===== src/rtl/c64_ps2_keyboard.sv =====
// PS/2 set-2 keyboard to C64 CIA#1 8x8 key matrix; optional ghosting model via `KBD_GHOST_EN.
// Latency: key state updates 1 cycle after a byte is accepted; sense outputs registered 1 cycle after inputs.
// Backpressure: none; PS/2 is device-clocked and every accepted byte is consumed immediately.
module c64_ps2_keyboard #(
    parameter int FILTER_LEN  = 8,
    parameter int TIMEOUT_CYC = 16384
) (
    input  logic       clk,
    input  logic       res_n,
    input  logic       ps2_clk,
    input  logic       ps2_data,
    input  logic [7:0] col_n,
    input  logic [7:0] row_n,
    output logic [7:0] row_sense_n,
    output logic [7:0] col_sense_n,
    output logic       restore_n,
    output logic       frame_err
);

    localparam int FW = $clog2(FILTER_LEN + 1);
    localparam int TW = $clog2(TIMEOUT_CYC + 1);

    typedef enum logic [1:0] {IDLE, EXT, REL, EXTREL} dec_state_t;

    logic [1:0]    clk_sync, data_sync;
    logic          clk_filt, clk_fall;
    logic [FW-1:0] filt_cnt;
    logic [9:0]    shreg;
    logic [3:0]    bit_cnt;
    logic [TW-1:0] to_cnt;
    logic          byte_valid;
    logic [7:0]    rx_byte;
    dec_state_t    state;
    logic [7:0][7:0] key_q;   // key_q[col][row]
    logic          is_ext, is_rel, is_special;
    logic [6:0]    map_hit;
    logic [7:0]    eff_col, eff_row, row_nxt, col_nxt;

    always_ff @(posedge clk or negedge res_n) begin
        if (!res_n) begin
            clk_sync  <= 2'b11;
            data_sync <= 2'b11;
        end else begin
            clk_sync  <= {clk_sync[0], ps2_clk};
            data_sync <= {data_sync[0], ps2_data};
        end
    end

    // Glitch filter: accept a new level only after FILTER_LEN consecutive differing samples.
    always_ff @(posedge clk or negedge res_n) begin
        if (!res_n) begin
            clk_filt <= 1'b1;
            filt_cnt <= '0;
            clk_fall <= 1'b0;
        end else begin
            clk_fall <= 1'b0;
            if (clk_sync[1] == clk_filt) begin
                filt_cnt <= '0;
            end else if (filt_cnt == FW'(FILTER_LEN - 1)) begin
                clk_filt <= clk_sync[1];
                filt_cnt <= '0;
                clk_fall <= ~clk_sync[1];
            end else begin
                filt_cnt <= filt_cnt + 1'b1;
            end
        end
    end

    // After ten shifts shreg holds {parity, data[7:0], start}; the stop bit is sampled live.
    always_ff @(posedge clk or negedge res_n) begin
        if (!res_n) begin
            shreg      <= '0;
            bit_cnt    <= '0;
            to_cnt     <= '0;
            byte_valid <= 1'b0;
            rx_byte    <= '0;
            frame_err  <= 1'b0;
        end else begin
            byte_valid <= 1'b0;
            frame_err  <= 1'b0;
            if (clk_fall) begin
                to_cnt <= '0;
                if (bit_cnt == 4'd10) begin
                    bit_cnt <= '0;
                    if (!shreg[0] && data_sync[1] && (^shreg[9:1])) begin
                        byte_valid <= 1'b1;
                        rx_byte    <= shreg[8:1];
                    end else begin
                        frame_err <= 1'b1;
                    end
                end else begin
                    shreg   <= {data_sync[1], shreg[9:1]};
                    bit_cnt <= bit_cnt + 1'b1;
                end
            end else if (bit_cnt != 4'd0) begin
                if (to_cnt == TW'(TIMEOUT_CYC - 1)) begin
                    bit_cnt <= '0;
                    to_cnt  <= '0;
                end else begin
                    to_cnt <= to_cnt + 1'b1;
                end
            end else begin
                to_cnt <= '0;
            end
        end
    end

    // Returns {hit, col[2:0], row[2:0]} for a scan code.
    function automatic logic [6:0] key_map(input logic [7:0] code, input logic ext);
        logic [6:0] m;
        m = 7'd0;
        if (ext) begin
            case (code)
                8'h74: m = {1'b1, 3'd0, 3'd2};
                8'h72: m = {1'b1, 3'd0, 3'd7};
                8'h5A: m = {1'b1, 3'd0, 3'd1};
                8'h6C: m = {1'b1, 3'd6, 3'd3};
                default: m = 7'd0;
            endcase
        end else begin
            case (code)
                8'h66: m = {1'b1, 3'd0, 3'd0};
                8'h5A: m = {1'b1, 3'd0, 3'd1};
                8'h83: m = {1'b1, 3'd0, 3'd3};
                8'h05: m = {1'b1, 3'd0, 3'd4};
                8'h04: m = {1'b1, 3'd0, 3'd5};
                8'h03: m = {1'b1, 3'd0, 3'd6};
                8'h26: m = {1'b1, 3'd1, 3'd0};
                8'h1D: m = {1'b1, 3'd1, 3'd1};
                8'h1C: m = {1'b1, 3'd1, 3'd2};
                8'h25: m = {1'b1, 3'd1, 3'd3};
                8'h1A: m = {1'b1, 3'd1, 3'd4};
                8'h1B: m = {1'b1, 3'd1, 3'd5};
                8'h24: m = {1'b1, 3'd1, 3'd6};
                8'h12: m = {1'b1, 3'd1, 3'd7};
                8'h2E: m = {1'b1, 3'd2, 3'd0};
                8'h2D: m = {1'b1, 3'd2, 3'd1};
                8'h23: m = {1'b1, 3'd2, 3'd2};
                8'h36: m = {1'b1, 3'd2, 3'd3};
                8'h21: m = {1'b1, 3'd2, 3'd4};
                8'h2B: m = {1'b1, 3'd2, 3'd5};
                8'h2C: m = {1'b1, 3'd2, 3'd6};
                8'h22: m = {1'b1, 3'd2, 3'd7};
                8'h3D: m = {1'b1, 3'd3, 3'd0};
                8'h35: m = {1'b1, 3'd3, 3'd1};
                8'h34: m = {1'b1, 3'd3, 3'd2};
                8'h3E: m = {1'b1, 3'd3, 3'd3};
                8'h32: m = {1'b1, 3'd3, 3'd4};
                8'h33: m = {1'b1, 3'd3, 3'd5};
                8'h3C: m = {1'b1, 3'd3, 3'd6};
                8'h2A: m = {1'b1, 3'd3, 3'd7};
                8'h46: m = {1'b1, 3'd4, 3'd0};
                8'h43: m = {1'b1, 3'd4, 3'd1};
                8'h3B: m = {1'b1, 3'd4, 3'd2};
                8'h45: m = {1'b1, 3'd4, 3'd3};
                8'h3A: m = {1'b1, 3'd4, 3'd4};
                8'h42: m = {1'b1, 3'd4, 3'd5};
                8'h44: m = {1'b1, 3'd4, 3'd6};
                8'h31: m = {1'b1, 3'd4, 3'd7};
                8'h4E: m = {1'b1, 3'd5, 3'd0};
                8'h4D: m = {1'b1, 3'd5, 3'd1};
                8'h4B: m = {1'b1, 3'd5, 3'd2};
                8'h55: m = {1'b1, 3'd5, 3'd3};
                8'h49: m = {1'b1, 3'd5, 3'd4};
                8'h4C: m = {1'b1, 3'd5, 3'd5};
                8'h54: m = {1'b1, 3'd5, 3'd6};
                8'h41: m = {1'b1, 3'd5, 3'd7};
                8'h5D: m = {1'b1, 3'd6, 3'd0};
                8'h5B: m = {1'b1, 3'd6, 3'd1};
                8'h52: m = {1'b1, 3'd6, 3'd2};
                8'h59: m = {1'b1, 3'd6, 3'd4};
                8'h4A: m = {1'b1, 3'd6, 3'd7};
                8'h16: m = {1'b1, 3'd7, 3'd0};
                8'h0E: m = {1'b1, 3'd7, 3'd1};
                8'h14: m = {1'b1, 3'd7, 3'd2};
                8'h1E: m = {1'b1, 3'd7, 3'd3};
                8'h29: m = {1'b1, 3'd7, 3'd4};
                8'h11: m = {1'b1, 3'd7, 3'd5};
                8'h15: m = {1'b1, 3'd7, 3'd6};
                8'h76: m = {1'b1, 3'd7, 3'd7};
                default: m = 7'd0;
            endcase
        end
        return m;
    endfunction

    always_comb begin
        is_ext     = (state == EXT) || (state == EXTREL);
        is_rel     = (state == REL) || (state == EXTREL);
        is_special = (rx_byte == 8'hE1) || (rx_byte == 8'hAA) || (rx_byte == 8'hFC) ||
                     (rx_byte == 8'hFE) || (rx_byte == 8'hFA) || (rx_byte == 8'hEE);
        map_hit    = key_map(rx_byte, is_ext);
    end

    always_ff @(posedge clk or negedge res_n) begin
        if (!res_n) begin
            state     <= IDLE;
            key_q     <= '0;
            restore_n <= 1'b1;
        end else if (byte_valid) begin
            if (is_special) begin
                if (rx_byte == 8'hAA && state == IDLE) begin
                    key_q     <= '0;
                    restore_n <= 1'b1;
                end
            end else if (state == IDLE && rx_byte == 8'hE0) begin
                state <= EXT;
            end else if ((state == IDLE || state == EXT) && rx_byte == 8'hF0) begin
                state <= (state == EXT) ? EXTREL : REL;
            end else begin
                state <= IDLE;
                if (map_hit[6])
                    key_q[map_hit[5:3]][map_hit[2:0]] <= ~is_rel;
                if (!is_ext && rx_byte == 8'h07)
                    restore_n <= is_rel;
            end
        end
    end

    always_comb begin
        eff_col = ~col_n;
        eff_row = ~row_n;
`ifdef KBD_GHOST_EN
        // One ghost level: a column sharing a pressed-key row with a selected column is pulled low too.
        begin
            logic [7:0] rows_hit, cols_hit;
            rows_hit = '0;
            cols_hit = '0;
            for (int c = 0; c < 8; c++)
                for (int r = 0; r < 8; r++) begin
                    rows_hit[r] = rows_hit[r] | (key_q[c][r] & ~col_n[c]);
                    cols_hit[c] = cols_hit[c] | (key_q[c][r] & ~row_n[r]);
                end
            for (int c = 0; c < 8; c++)
                for (int r = 0; r < 8; r++) begin
                    eff_col[c] = eff_col[c] | (key_q[c][r] & rows_hit[r]);
                    eff_row[r] = eff_row[r] | (key_q[c][r] & cols_hit[c]);
                end
        end
`else
`endif
        row_nxt = 8'hFF;
        col_nxt = 8'hFF;
        for (int c = 0; c < 8; c++)
            for (int r = 0; r < 8; r++) begin
                if (key_q[c][r] & eff_col[c]) row_nxt[r] = 1'b0;
                if (key_q[c][r] & eff_row[r]) col_nxt[c] = 1'b0;
            end
    end

    always_ff @(posedge clk or negedge res_n) begin
        if (!res_n) begin
            row_sense_n <= 8'hFF;
            col_sense_n <= 8'hFF;
        end else begin
            row_sense_n <= row_nxt;
            col_sense_n <= col_nxt;
        end
    end

endmodule


===== config.mk =====
export PLATFORM = sky130hd
export DESIGN_NAME = c64_ps2_keyboard
export DESIGN_NICKNAME = d
export VERILOG_FILES = /design/src/rtl/c64_ps2_keyboard.sv
export SDC_FILE = /design/constraint.sdc
export NUM_CORES = 1
export LEC_CHECK = 0
export ABC_AREA = 1
export CORE_MARGIN = 3
export CORE_UTILIZATION = 65
export CTS_CLUSTER_DIAMETER = 40
export DETAILED_ROUTE_END_ITERATION = 8
export GPL_ROUTABILITY_DRIVEN = 0
export PLACE_DENSITY = 0.85
export SYNTH_ARGS = -nofsm -noshare
export SYNTH_HDL_FRONTEND = slang
export SYNTH_SLANG_ARGS = --single-unit

===== constraint.sdc =====
create_clock -name clk -period 3.86 [get_ports clk]
set_input_delay 0.772 -clock clk [delete_from_list [all_inputs] [get_ports clk]]
set_output_delay 0.772 -clock clk [all_outputs]
set_load 0.005 [all_outputs]

-- After elaboration in Yosys (flattened, before gate mapping)
Memory sizes are Yosys's and may differ from the RTL's.
Cells that the tools add are included.
- bitwise operators: 135
- reductions and logical operators: 32
- equality and inequality tests: 23
- mux-type cells: 165
- $add $sub $neg: 3
- magnitude comparators: 4
- operators with widths (kind ; number):
    $mux 64 ; 5
    $mux 1 ; 143
    $and 1x1->1 ; 128
    $bwmux 64 ; 1
    $eq 8x8->1 const B ; 8
    $mux 15 ; 3
    $eq 8x7->1 const B ; 4
    $pmux 7 s4 ; 1
    $demux 8 s3 ; 1
    $mux 4 ; 6
    $not 8->8 ; 2
    $add 15x1->15 const B ; 1
    $eq 15x14->1 const B ; 1
    $reduce_and 5->1 ; 2
    $reduce_xor 9->1 ; 1
    $add 4x1->4 const B ; 2
    $eq 8x3->1 const B ; 1
    $logic_and 1x1->1 ; 8
    $logic_or 1x1->1 ; 8
    $lt 3x4->1 const B ; 2
    $mux 8 ; 1
    $reduce_and 2->1 ; 4
    $reduce_bool 2->1 ; 4
    $mux 7 ; 1
    15 further kinds ; 24
- bits in read-only memories: 1792
- output and inout port bits: 18
- memories kept: 1
- bits of input ports: 20
- logic and storage cells: 386
- register bits: 132
- memory list (memory ; words ; bits a word ; rd ports ; clocked after Yosys merged registers in ; wr ports ; RTL line ; text):
    (no name shown) ; 256 ; 7 ; 1 ; 0 ; 0 ; 121 ; case (code)

-- Logic depth before layout (Yosys ltp)
- depth after elaboration: 14
- mapped depth: 19
- gate-level depth less buffers: 19

-- Worst setup path after synthesis
No wires, ideal clock.
- kind: flip-flop to flip-flop
- start: reg rx_byte[0]
- end: reg key_q[9] (netlist bit)
- slack: 1.537 ns
- clock period less this slack: 2.323 ns
- buffers on the path: 1
- setup time: 0.116 ns
- arrival: 2.206 ns
- stages on the path, launching flop included: 17
- data required time: 3.744 ns
- path through: dfrtp_1 > inv_1 > ha_1 > nand3_1 > nand2_1 > nand2_1 > nor2_1 > nand2_1 > a21oi_1 > nand2_1 > a21oi_4 > buf_4 > nand3_1 > nand2_1 > nand2_1 > nand2_1 > nand2_1
- word-level cells in the longest chain between the ends: 14
- elaborated cells between the ends (all ways): 43
- those cells by class: order compare: 4; eq/ne: 15; mux: 11; reduce/logical: 12; memory: 1
- ends and longest elaborated chain (what ; RTL line ; text):
    start: declaration ; 32 ; logic [7:0] rx_byte;
    start signal: assignment ; 87 ; rx_byte <= shreg[8:1];
    parallel branches: the longest is 14 deep, another holds $mem_v2 256x7 ; -- ;
    end signal: indexed assignment ; 213 ; key_q[map_hit[5:3]][map_hit[2:0]] <= ~is_rel;
    end: declaration ; 34 ; logic [7:0][7:0] key_q;
Parallel ways; which one is timed is not known. The select of a mux whose other input is x is not followed.
A chain may end at the register's enable or synchronous reset.

-- Worst setup path after layout
- start: reg rx_byte[1]
- end: reg key_q[29] (netlist bit)
The elaborated chain is that of the path after synthesis.

==> results.md <==
- CTS Buf Count: 17
- Min-delay src: data_sync[0]$_DFF_PN1_
- Syn avg cell area: between 6 and 7 sq um
- Reg clk slew, reported paths: around 0.06 ns
- Worst EP arrival: 3.78 ns
- Max VDD drop: around 0.26 mV
- Synth top area cells: dfrtp_1, nand2_1, dfstp_2, inv_1, nand3_1
- Status: complete, no violations
- Crit Reg-Reg Startpoint: rx_byte[1]$_DFFE_PN0P_
- CTS tree: yes
- Root buffer cell: clkbuf_16
- Worst Path Required: 4.22 ns
- Setup TNS: 0 ns
- Hold Crit Depth: 0
- RSZ-0062 raised after global routing: false
- ANT nets after route: 0
- Antenna diode count: 0
- Initial Util: roughly two thirds
- Worst setup startpoint: rx_byte[1]$_DFFE_PN0P_
- Number of synthesized register bits: approximately 130
- Core area: between 10000 and 15000 sq um
- Hold Path Class: reg -> reg
- Fill cell count: 955
- Post_cts resized: 0
- First-pass GRT wire length: between 30000 and 40000 microns
- Max Slew Vio Count: 0
- Initial antenna violation count: 0
- CTS Buffer Depth: 2
- CTS Hold Buffers Added: 0
- Post-synth top area share: between 30% and 40%
- Crit end category: flip-flop
- # rows: 40
- Register-to-Register Path Depth: 13
- Share of cells above drive strength 1: just under 8%
- DRT Pass-1 Iters: 6
- Clk_lat worst skew: around 0.43 ns
- Sequential share of the synthesized area: between 40% and 50%
- Initial DRC Count: approximately 1100
- Total number of vias: 8261
- Critical path launch point type: flip-flop
- Commonest non-fill, non-tap cell in the layout: nand2_1
- H-tree levels: 4
- Worst rel slew slack: between 30% and 40%
- Largest net degree at the start of global routing: 92
- DR WL/cell: about 16 microns
- Final Skew: a little over 0.008 ns
- NumNets Final: 1273
- Area grow syn2layout: 12.0%
- Wirelength, routed: around 23000 microns
- Pre-CTS setup slack: ~0.5 ns
- Width of the die: 119 microns
- Mapped Cells: approximately 1200
- Syn Nets: about 1200
- Cell Pwr Density: 336 nW/um^2
- Commonest non-fill, non-tap cells in the layout: nand2_1, inv_1, dfrtp_1
- Max-cap viol count: 0
- PnR worst setup slack: roughly 0.43 ns
- Remaining global-route overflow: 0
- Die height: about 120 microns
- Vias in the first global route: around 7500
- Critical path class: reg -> reg
- CTS Sinks: 132
- Die Area: about 14000 sq um
- Post-CTS setup buffers: 0
- Final min period: 3.43 ns
- Syn Std Cell Area: slightly above 8000 sq um
- Final HPWL DP: between 15000 and 20000 microns
- DR DRC count: 0
- Final-report hold violation count: 0
- Leading area contributor after synthesis: dfrtp_1
- Leak pwr: 4.98 nW
- Ys Warns: 0
- Slew @ Worst Pin: 0.912 ns
- # setup viols final: 0
- Unique masters post-synth: 45
- Achievable Freq: a little under 300 MHz
- Fin crit share: approximately nine tenths
- Ports: 38
- GRT Overall Usage: 33.7%
- Port Buffers: 37
- DR vias/cell: around 5.8
- Largest fanout on the critical path: 37
power by group:
group          total, mW  leakage [nW]  internal, mW  switching (mW)
Sequential          1.43          1.77          1.41          0.0182
Combinational      0.147          2.96        0.0508          0.0966
Clock               1.54         0.256         0.904           0.636
state kept, by name (all words and copies together), names as in the netlist:
name         flops
filt_cnt         4
byte_valid       1
bit_cnt          4
data_sync        2
shreg           10
clk_fall         1
row_sense_n      8
to_cnt          15
rx_byte          8
key_q           64
restore_n        1
frame_err        1
clk_filt         1
state            2
col_sense_n      8
clk_sync         2
critical path, stage by stage (launching register included):
cell and delay, ns:
dfrtp_1 0.51, inv_1 0.20, ha_1 0.26, nand2_1 0.14, inv_1 0.09, o211ai_1 0.16, nand3_1 0.12, inv_2 0.42
nand2_1 0.20, nand2_1 0.18, nand2_1 0.11, nor2_4 0.68, nand2_1 0.13, nand2_1 0.12
stage by stage:
step	power [mW]	hold WS, ns	cell area [sq um]	instances	util (%)
after floorplan	1.52	0.345	8280	1215	-
after global placement	1.60	0.347	8720	1389	71.4
after detailed placement	1.60	0.351	8720	1389	71.4
after CTS	3.13	0.359	9270	1421	75.9
after global routing	3.21	0.361	9270	1421	75.9
final	3.12	0.355	9270	1421	75.9
Yosys cell counts (all sizes together):
master	count
o21ai	33
nand3b	7
a21oi	30
dfstp	22
nor2	88
o211ai	4
o21a	1
xor2	5
nand2	558
ha	13
a41oi	1
buf	32
dfrtp	110
o22ai	10
a221oi	8
o32ai	1
xnor2	9
inv	137
nor3b	2
nor3	13
or2	1
o221ai	2
a31oi	4
a211oi	1
a2111oi	6
o21bai	1
nand3	90
o2111ai	6
clkbuf	4
nand4	12
clkinv	3
nor4	1
metal layers:
layer | wire length [microns] | vias up | global-route usage, %
met3 | 2810 | 70 | 9.88
li1 | - | 3887 | -
met2 | 10100 | 522 | 50.2
met4 | 720 | 0 | 12.2
met1 | 9460 | 3782 | 47.0
met5 | 0 | - | 0
path summary, 6_finish.rpt:
kind,end,slack [ns]
worst max-delay path,key_q[29]$_DFFE_PN0P_,0.43
worst min-delay path,data_sync[1]$_DFF_PN1_,0.36
worst max register to register,key_q[29]$_DFFE_PN0P_,0.43
worst min register to register,data_sync[1]$_DFF_PN1_,0.36
max in group asynchronous,col_sense_n[0]$_DFF_PN1_,2.65
min in group asynchronous,filt_cnt[0]$_DFF_PN0_,0.41
layout make-up:
cell class                      count  area (sq um)  area share, %
Tap cell                          168           210           2.27
Clock buffer                       21           450           4.86
Timing Repair Buffer               42           434           4.68
Inverter                          140           531           5.72
Clock inverter                     11           104           1.12
Sequential cell                   132          3330           35.9
Multi-Input combinational cell    907          4210           45.4
cells by family (layout without fill, tap and decap cells):
kind of cell,count (synthesis),after routing,synth area share (%)
flip-flops,132,132,40.2
AND/OR/NAND/NOR,772,772,38.7
AO/OA/AOI/OAI,108,108,8.69
XOR/XNOR,14,14,1.48
adder cells (fa/ha/maj),13,13,1.96
buffers and inverters,176,214,8.90
No activity file was read; power rests on OpenSTA's default activity.
